<file path="src/rtl/simmem_wresp_bank.sv">
// simmem_wresp_bank: holds write responses from real memory until the delay calculator enables release.
// Latency: a stored response may leave on B in the same cycle its release enable arrives (combinational select).
// Backpressure: B valid/ready stall locks the presented slot; unmatched responses stall wresp_in (ready low).
//
// Ports:
//   clk_i, rst_ni                  clock, asynchronous active-low reset
//   reserve_*                      slot allocation per accepted write address; reserve_iid_o is the slot taken
//   wresp_in_*                     response from real memory, matched to the oldest waiting slot of that id
//   release_en_onehot_i            per-slot release enable from the delay calculator
//   released_addr_onehot_o         one-hot pulse of the slot leaving on B this cycle
//   wresp_out_*                    AXI B channel
module simmem_wresp_bank #(
  parameter int unsigned Capacity  = 8,
  parameter int unsigned IdWidth   = 4,
  parameter int unsigned RespWidth = 2,
  parameter int unsigned IidWidth  = $clog2(Capacity)
) (
  input  logic                 clk_i,
  input  logic                 rst_ni,
  input  logic                 reserve_valid_i,
  output logic                 reserve_ready_o,
  input  logic [IdWidth-1:0]   reserve_id_i,
  output logic [IidWidth-1:0]  reserve_iid_o,
  input  logic                 wresp_in_valid_i,
  output logic                 wresp_in_ready_o,
  input  logic [IdWidth-1:0]   wresp_in_id_i,
  input  logic [RespWidth-1:0] wresp_in_resp_i,
  input  logic [Capacity-1:0]  release_en_onehot_i,
  output logic [Capacity-1:0]  released_addr_onehot_o,
  output logic                 wresp_out_valid_o,
  input  logic                 wresp_out_ready_i,
  output logic [IdWidth-1:0]   wresp_out_id_o,
  output logic [RespWidth-1:0] wresp_out_resp_o
);

  typedef enum logic {StIdle, StLocked} state_e;

  logic [Capacity-1:0]  reserved_q, has_resp_q;
  logic [IdWidth-1:0]   id_q   [Capacity];
  logic [RespWidth-1:0] resp_q [Capacity];
  // age_q[i][j] = 1: slot i is older than slot j
  logic [Capacity-1:0]  age_q  [Capacity];
  // older[i][j] = 1: slot j is older than slot i (transpose of age_q)
  logic [Capacity-1:0]  older  [Capacity];

  state_e               state_q, state_d;
  logic [IidWidth-1:0]  lock_iid_q;

  logic [Capacity-1:0]  cand, elig;
  logic [IidWidth-1:0]  resp_tgt, sel_idx, out_idx;
  logic                 reserve_hs, wresp_in_hs, out_hs;

  always_comb begin
    for (int i = 0; i < Capacity; i++) begin
      for (int j = 0; j < Capacity; j++) begin
        older[i][j] = age_q[j][i];
      end
    end
  end

  // Reservation: lowest free slot, from registered state only
  assign reserve_ready_o = |(~reserved_q);
  always_comb begin
    reserve_iid_o = '0;
    for (int i = Capacity - 1; i >= 0; i--) begin
      if (!reserved_q[i]) reserve_iid_o = IidWidth'(i);
    end
  end
  assign reserve_hs = reserve_valid_i && reserve_ready_o;

  // Response matching: oldest reserved slot of this id still waiting for its response
  always_comb begin
    resp_tgt = '0;
    for (int i = 0; i < Capacity; i++) begin
      cand[i] = reserved_q[i] && !has_resp_q[i] && (id_q[i] == wresp_in_id_i);
    end
    for (int i = 0; i < Capacity; i++) begin
      if (cand[i] && ((cand & older[i]) == '0)) resp_tgt = IidWidth'(i);
    end
  end
  assign wresp_in_ready_o = |cand;
  assign wresp_in_hs      = wresp_in_valid_i && wresp_in_ready_o;

  // Release eligibility; an older reserved slot with the same id blocks release (AXI same-id order)
  always_comb begin
    logic [Capacity-1:0] same_id;
    sel_idx = '0;
    same_id = '0;
    for (int i = 0; i < Capacity; i++) begin
      for (int j = 0; j < Capacity; j++) begin
        same_id[j] = (id_q[j] == id_q[i]);
      end
      elig[i] = reserved_q[i] && has_resp_q[i] && release_en_onehot_i[i] &&
                ((older[i] & reserved_q & same_id) == '0);
    end
    for (int i = 0; i < Capacity; i++) begin
      if (elig[i] && ((elig & older[i]) == '0)) sel_idx = IidWidth'(i);
    end
  end

  // Output FSM: state register
  always_ff @(posedge clk_i or negedge rst_ni) begin
    if (!rst_ni) begin
      state_q    <= StIdle;
      lock_iid_q <= '0;
    end else begin
      state_q <= state_d;
      if (state_q == StIdle && state_d == StLocked) lock_iid_q <= sel_idx;
    end
  end

  // Output FSM: next state
  always_comb begin
    state_d = state_q;
    case (state_q)
      StIdle:   if ((|elig) && !wresp_out_ready_i) state_d = StLocked;
      StLocked: if (wresp_out_ready_i) state_d = StIdle;
      default:  state_d = StIdle;
    endcase
  end

  // Output FSM: outputs. Once locked, the presented slot cannot change until it leaves.
  always_comb begin
    wresp_out_valid_o = 1'b0;
    out_idx           = sel_idx;
    case (state_q)
      StIdle:   wresp_out_valid_o = |elig;
      StLocked: begin
        wresp_out_valid_o = 1'b1;
        out_idx           = lock_iid_q;
      end
      default: ;
    endcase
  end

  assign out_hs                 = wresp_out_valid_o && wresp_out_ready_i;
  assign wresp_out_id_o         = wresp_out_valid_o ? id_q[out_idx] : '0;
  assign wresp_out_resp_o       = wresp_out_valid_o ? resp_q[out_idx] : '0;
  assign released_addr_onehot_o = out_hs ? (Capacity'(1) << out_idx) : '0;

  // Slot state. Reserve, store and release target distinct slots; release clears are applied
  // last so a slot departing this cycle never keeps an age bit against the newly reserved one.
  always_ff @(posedge clk_i or negedge rst_ni) begin
    if (!rst_ni) begin
      reserved_q <= '0;
      has_resp_q <= '0;
      for (int i = 0; i < Capacity; i++) begin
        id_q[i]   <= '0;
        resp_q[i] <= '0;
        age_q[i]  <= '0;
      end
    end else begin
      if (reserve_hs) begin
        reserved_q[reserve_iid_o] <= 1'b1;
        has_resp_q[reserve_iid_o] <= 1'b0;
        id_q[reserve_iid_o]       <= reserve_id_i;
        for (int j = 0; j < Capacity; j++) begin
          if (reserved_q[j]) age_q[j][reserve_iid_o] <= 1'b1;
        end
        age_q[reserve_iid_o] <= '0;
      end
      if (wresp_in_hs) begin
        resp_q[resp_tgt]     <= wresp_in_resp_i;
        has_resp_q[resp_tgt] <= 1'b1;
      end
      if (out_hs) begin
        reserved_q[out_idx] <= 1'b0;
        has_resp_q[out_idx] <= 1'b0;
        age_q[out_idx]      <= '0;
        for (int j = 0; j < Capacity; j++) begin
          age_q[j][out_idx] <= 1'b0;
        end
      end
    end
  end

`ifndef SYNTHESIS
  // A response whose id was never reserved stalls forever; flag it in simulation.
  logic [10:0] stall_cnt_q;
  always_ff @(posedge clk_i or negedge rst_ni) begin
    if (!rst_ni) begin
      stall_cnt_q <= '0;
    end else if (wresp_in_valid_i && !wresp_in_ready_o) begin
      if (stall_cnt_q != '1) stall_cnt_q <= stall_cnt_q + 11'd1;
    end else begin
      stall_cnt_q <= '0;
    end
  end

  always_ff @(posedge clk_i) begin
    if (rst_ni) assert (stall_cnt_q < 11'd1000);
  end
`endif

endmodule
</file>
<file path="config.mk">
export PLATFORM = sky130hd
export DESIGN_NAME = simmem_wresp_bank
export DESIGN_NICKNAME = d
export VERILOG_FILES = /design/src/rtl/simmem_wresp_bank.sv
export SDC_FILE = /design/constraint.sdc
export NUM_CORES = 1
export LEC_CHECK = 0
export CAP_MARGIN = 15
export CORE_MARGIN = 2
export CORE_UTILIZATION = 67
export CTS_CLUSTER_SIZE = 14
export DETAILED_ROUTE_END_ITERATION = 8
export PLACE_DENSITY = 0.87
export SLEW_MARGIN = 20
export SYNTH_ARGS = -nofsm -noshare
export SYNTH_HDL_FRONTEND = slang
export SYNTH_SLANG_ARGS = --single-unit
export TNS_END_PERCENT = 50
</file>
<file path="constraint.sdc">
create_clock -name clk_i -period 9 [get_ports clk_i]
set_clock_uncertainty 0.15 [all_clocks]
set_input_delay 1.8 -clock clk_i [delete_from_list [all_inputs] [get_ports clk_i]]
set_output_delay 1.8 -clock clk_i [all_outputs]
set_load 0.1 [all_outputs]
</file>
# After elaboration in Yosys (flattened, before gate mapping)
# Cells that the tools add are included.
# op_classes
n_lt_le_gt_ge	12
eq_ne	64
n_shift	1
mux	75
bitwise	62
n_reduce_logical	99
# op_table
op	count
$and 8x8->8	41
$eq 4x4->1	64
$mux 8	24
$logic_not 8->1	22
$and 64x64->64	2
$mux 64	2
$not 64->64	2
$or 8x8->8	10
$logic_and 1x1->1	65
$mux 3	21
$demux 8 s3	2
$bwmux 32	1
$not 8->8	3
$reduce_or 8->1	3
$bwmux 16	1
$mux 4	4
$bmux 4 s3	1
$demux 4 s3	1
$ge 4x4->1 const B	3
$lt 3x4->1 const B	3
$lt 4x1->1 const B	3
$not 3->4	3
$demux 1 s3	3
$ge 3x1->1 const B	3
8 further kinds	26
# word_totals
ff_bits	132
inputBits	23
elab_cells	341

# Longest topological paths before layout
# depth
ltp_word	24
mapped_depth	14
ltp_nobuf	10

# Worst setup path after synthesis
# OpenSTA, ideal clock, no wires.
# synth_path
path_kind	input to output
startpoint	in release_en_onehot_i[5]
endpoint	out wresp_out_id_o[0]
arrival_ns	5.561
required_time_ns	7.050
setup_slack_ns	1.489
path_stages	11
path_cell_list	nand2_1 > nor3_1 > o21ai_0 > or4_4 > a2111oi_4 > nand4_2 > nand2b_1 > a31o_2 > buf_2 > nand2_1 > o2111ai_1
# synth_between
elab_chain_len	18
elab_cells_between_ends	38
# synth_lines
element	line	text
from (decl)	28	input logic [Capacity-1:0] release_en_onehot_i,
$logic_and 1x1->1 (*) (2 in a row)	93	elig[i] = reserved_q[i] && has_resp_q[i] && release_en_onehot_i[i] &&
$and 8x8->8	97	if (elig[i] && ((elig & older[i]) == '0)) sel_idx = IidWidth'(i);
$logic_not 8->1	97	
$logic_and 1x1->1	97	
$mux 1	97	
$mux 3 (6 in a row)	97	
$mux 3	126	case (state_q)
$not 3->4 (implied by the code)	137	assign wresp_out_id_o = wresp_out_valid_o ? id_q[out_idx] : '0;
$bmux 4 s3	137	
$mux 4 (implied by the code) (2 in a row)	137	
$mux 4 (*)	137	
to (decl)	32	output logic [IdWidth-1:0] wresp_out_id_o,
# Mark *: on every way between the ends. The rest lies on a longest branch, timed or not. The select of a mux whose other input is x is not followed.

# Worst setup path in the final report
# layout_path
startpoint	reg id_q[17] (netlist bit)
endpoint	out released_addr_onehot_o[3]
# layout_between
elab_chain_len	17
elab_cells_between_ends	72
# layout_lines
element	line	text
from (decl)	39	logic [IdWidth-1:0] id_q [Capacity];
from (signal, indexed assignment)	156	id_q[reserve_iid_o] <= reserve_id_i;
$eq 4x4->1	91	same_id[j] = (id_q[j] == id_q[i]);
$and 8x8->8	94	((older[i] & reserved_q & same_id) == '0);
$logic_not 8->1	94	
$logic_and 1x1->1	93	
$and 8x8->8	97	
$logic_not 8->1	97	
$logic_and 1x1->1	97	
$mux 1	97	
$mux 3 (6 in a row)	97	
$mux 3	126	
$shl 1x3->8	139	assign released_addr_onehot_o = out_hs ? (Capacity'(1) << out_idx) : '0;
$mux 8 (*)	139	
to (decl)	29	output logic [Capacity-1:0] released_addr_onehot_o,
# Mark *: on every way between the ends. The rest lies on a longest branch, timed or not.

==> results.ini <==
[clocking]
cts-root-buf = clkbuf_16
clock_latency_ns = 0.44
clock_path_buffers = 2
holdBufCountCts = 0
postCtsSetupRepairBufs = 0
cts.repair.resized = 0
clk_pin_slew_ns = 0.06
cts_tree = yes
h-tree-depth = 4
cts_inserted_buffers = 17
cts_sinks = 132

[cells_and_area]
final_common_cell = dfrtp_1
utilization = 0.755
final_cell_mix = dfrtp_1, nand2_1, xnor2_1
drive_above_1_share = 0.139
fin_nets = 1114
fill_cells = 1018
final_cells = 1288
antenna_cells = 0
syn_to_final_growth_pct = 10.7

[worst_setup_path]
endpoint_kind = output pin
startpoint_type = flip-flop
worst-path-max-fanout = 21
critPathTopFamily = simple AND/OR/NAND/NOR gates
r2r-start = id_q[17]
timing.rr.end = age_q[61]
critical_path_class = reg -> out
r2r_setup_slack_ns = 3.17
critPathMaxStageDelay_ns = 0.96
reg2reg_depth = 13
critPathMostFrequentCell = buf_4
cp.arrival_ns = 6.01
worstPathCellList = xor2_1 > nor4_1 > a32oi_1 > and4_1 > a2111oi_0 > nand3_1 > and3b_1 > buf_4 > a21oi_2 > buf_4 > and4_1 > buf_4 > buf_12
worst-path-buf-inv = 4
cp_slowest_cell = nor4_1
critPathRequiredTime_ns = 7.05

[power]
pwr-share-comb = 0.551
p_sw_frac = 0.547
intPower_mw = 2.33
powerDensity_nw_per_um2 = 474
clkPwrFrac = 0.146
leakagePower_nw = 4.20
ir_worst_vdd_uv = 419
pwr-share-seq = 0.303
p_switching_mw = 2.82

[timing]
final_hold_viol_count = 0
tightest_slew_ns = 1.36
drv_slew = 0
post-route-period-util = 0.885
min_period_ns = 7.96
max-slew-margin-rel = 0.0852
setup_tns_ns = 0
fmax_mhz = 126
finalSetupViolCount = 0
grt_setup_unrepaired = no

[routing]
drc = 0
vias_per_cell = 7.74
drt_wl_total_um = 39400
dr_total_vias = 9970
dr.first_iter.drc_count = 2186
ant_nets = 0
wl_per_cell_um = 30.6
firstDrtPassIters = 6

[logic_synthesis]
synth_edf_count = 0
synthAdderAreaFrac = 0
synth-compound-area-share = 0.165
yosys_warnings = 0
ys_types = 73
synthArstFlopShare = 1.00
synth_xor_area_frac = 0.129
yosys_register_bits = 132
seq_area_frac_synth = 0.336
ys_dominant_reg_cell = dfrtp_1
synth_area_per_cell_um2 = 8.86
netlist_area_um2 = 9830
synth_top_family_by_area = simple AND/OR/NAND/NOR gates
synth_cells = 1109
syn_nets = 1132
synthMuxAreaShare = 0.0531
synth_simple_gate_area_frac = 0.260

[die]
ioPinCount = 43
rows = 44
initial_core_util = 0.681
coreArea_um2 = 14400
die_h_um = 125
die_area_um2 = 15700
die_x_um = 125

[global_route]
track_usage = 0.509
grt_pass1_wl_um = 59800
antenna_found_initial = 0
grt_max_degree = 79
globalRouteOverflowTotal = 0
grt_pass1_vias = 9534

[place]
numPortBuffers = 42
gp_congestion = 1.09
dp_cells = 1256
hpwl_um = 27700

[run_status]
status = finished clean

[min_path]
hold_depth = 1
hold_class = reg -> reg
min_from = resp_q[3]
hold_path_end = resp_q[3]

[flow_run]
drv_cap = 0

[worst register-to-register path, delay by kind of cell, from the launching register on]
family,cells,cell delay (ns)
buf+inv,3,0.80
flops,1,0.79
compound gates,3,1.20
xor+xnor,1,0.24
simple gates,6,2.53
[cells in the mapped netlist (all sizes together), types with 11 or more instances]
| master | instances | area [um2] |
|---|---|---|
| nand3 | 24 | 120 |
| nand4 | 32 | 206 |
| a31oi | 29 | 196 |
| xnor2 | 91 | 797 |
| nor2 | 53 | 199 |
| buf | 51 | 317 |
| inv | 12 | 45.0 |
| nand2 | 130 | 488 |
| dfrtp | 132 | 3300 |
| o21ai | 22 | 114 |
| nand4b | 20 | 175 |
| mux2 | 41 | 462 |
| o22ai | 24 | 150 |
| nor3 | 33 | 165 |
| nor4 | 62 | 548 |
| xor2 | 54 | 473 |
| a22oi | 11 | 82.6 |
| nor3b | 16 | 120 |
| clkbuf | 53 | 199 |
| and2 | 22 | 138 |
| a21oi | 37 | 189 |
| o211ai | 31 | 243 |
| a211oi | 12 | 90.1 |
[power by group through the flow]
stage	registers (mW)	clock network [mW]	logic, mW
after CTS	1.50	0.737	2.75
after floorplan	0.983	0	2.36
after global placement	1.50	0	2.64
after detailed placement	1.51	0	2.73
final	1.56	0.751	2.84
after global routing	1.57	0.764	2.98
[registers in the layout (all words and copies together) (netlist names)]
register,cells
age_q,64
id_q,32
resp_q,16
has_resp_q,8
reserved_q,8
lock_iid_q,3
state_q,1
[layout make-up]
| type | count | area [um2] | area share |
|---|---|---|---|
| Sequential cell | 132 | 3300 | 0.304 |
| Clock inverter | 14 | 176 | 0.0162 |
| Tap cell | 184 | 230 | 0.0212 |
| Clock buffer | 18 | 429 | 0.0394 |
| Timing Repair Buffer | 67 | 728 | 0.0669 |
| Multi-Input combinational cell | 861 | 5970 | 0.549 |
| Inverter | 12 | 45.0 | 0.00414 |
[worst max path at each step]
stage                                 startpoint  slack (ns)                        end  depth (start not counted)
after global placement    release_en_onehot_i[3]        1.16  released_addr_onehot_o[3]                         13
after CTS                 release_en_onehot_i[6]        1.17  released_addr_onehot_o[3]                         13
after floorplan           release_en_onehot_i[5]        1.49          wresp_out_id_o[0]                         11
after global routing      release_en_onehot_i[6]        0.91  released_addr_onehot_o[3]                         13
after detailed placement  release_en_onehot_i[6]        1.20  released_addr_onehot_o[3]                         13
final                                   id_q[17]        1.04  released_addr_onehot_o[3]                         13
[logic make-up (layout without fill, tap and decap cells)]
| family | after synthesis | count (layout) |
|---|---|---|
| mux | 47 | 47 |
| buf+inv | 116 | 111 |
| simple gates | 444 | 444 |
| xor+xnor | 145 | 145 |
| flops | 132 | 132 |
| compound gates | 225 | 225 |
[per-layer routing]
layer / global-route usage / wire (um) / vias to the layer above
met5: 0 / 0 / -
met4: 0.263 / 2850 / 0
met3: 0.196 / 5960 / 251
met2: 0.730 / 16300 / 989
met1: 0.670 / 14200 / 4675
li1: - / - / 4055
[stage by stage]
| stage | area [um2] | power, mW | hold slack (ns) | setup WS [ns] |
|---|---|---|---|---|
| after global placement | 10300 | 4.14 | 0.341 | 1.16 |
| after global routing | 10900 | 5.31 | 0.378 | 0.911 |
| after CTS | 10900 | 4.99 | 0.364 | 1.17 |
| after detailed placement | 10300 | 4.24 | 0.349 | 1.20 |
| after floorplan | 9830 | 3.34 | 0.330 | 1.49 |
| final | 10900 | 5.15 | 0.367 | 1.04 |
No activity file was read; power rests on OpenSTA's default activity.
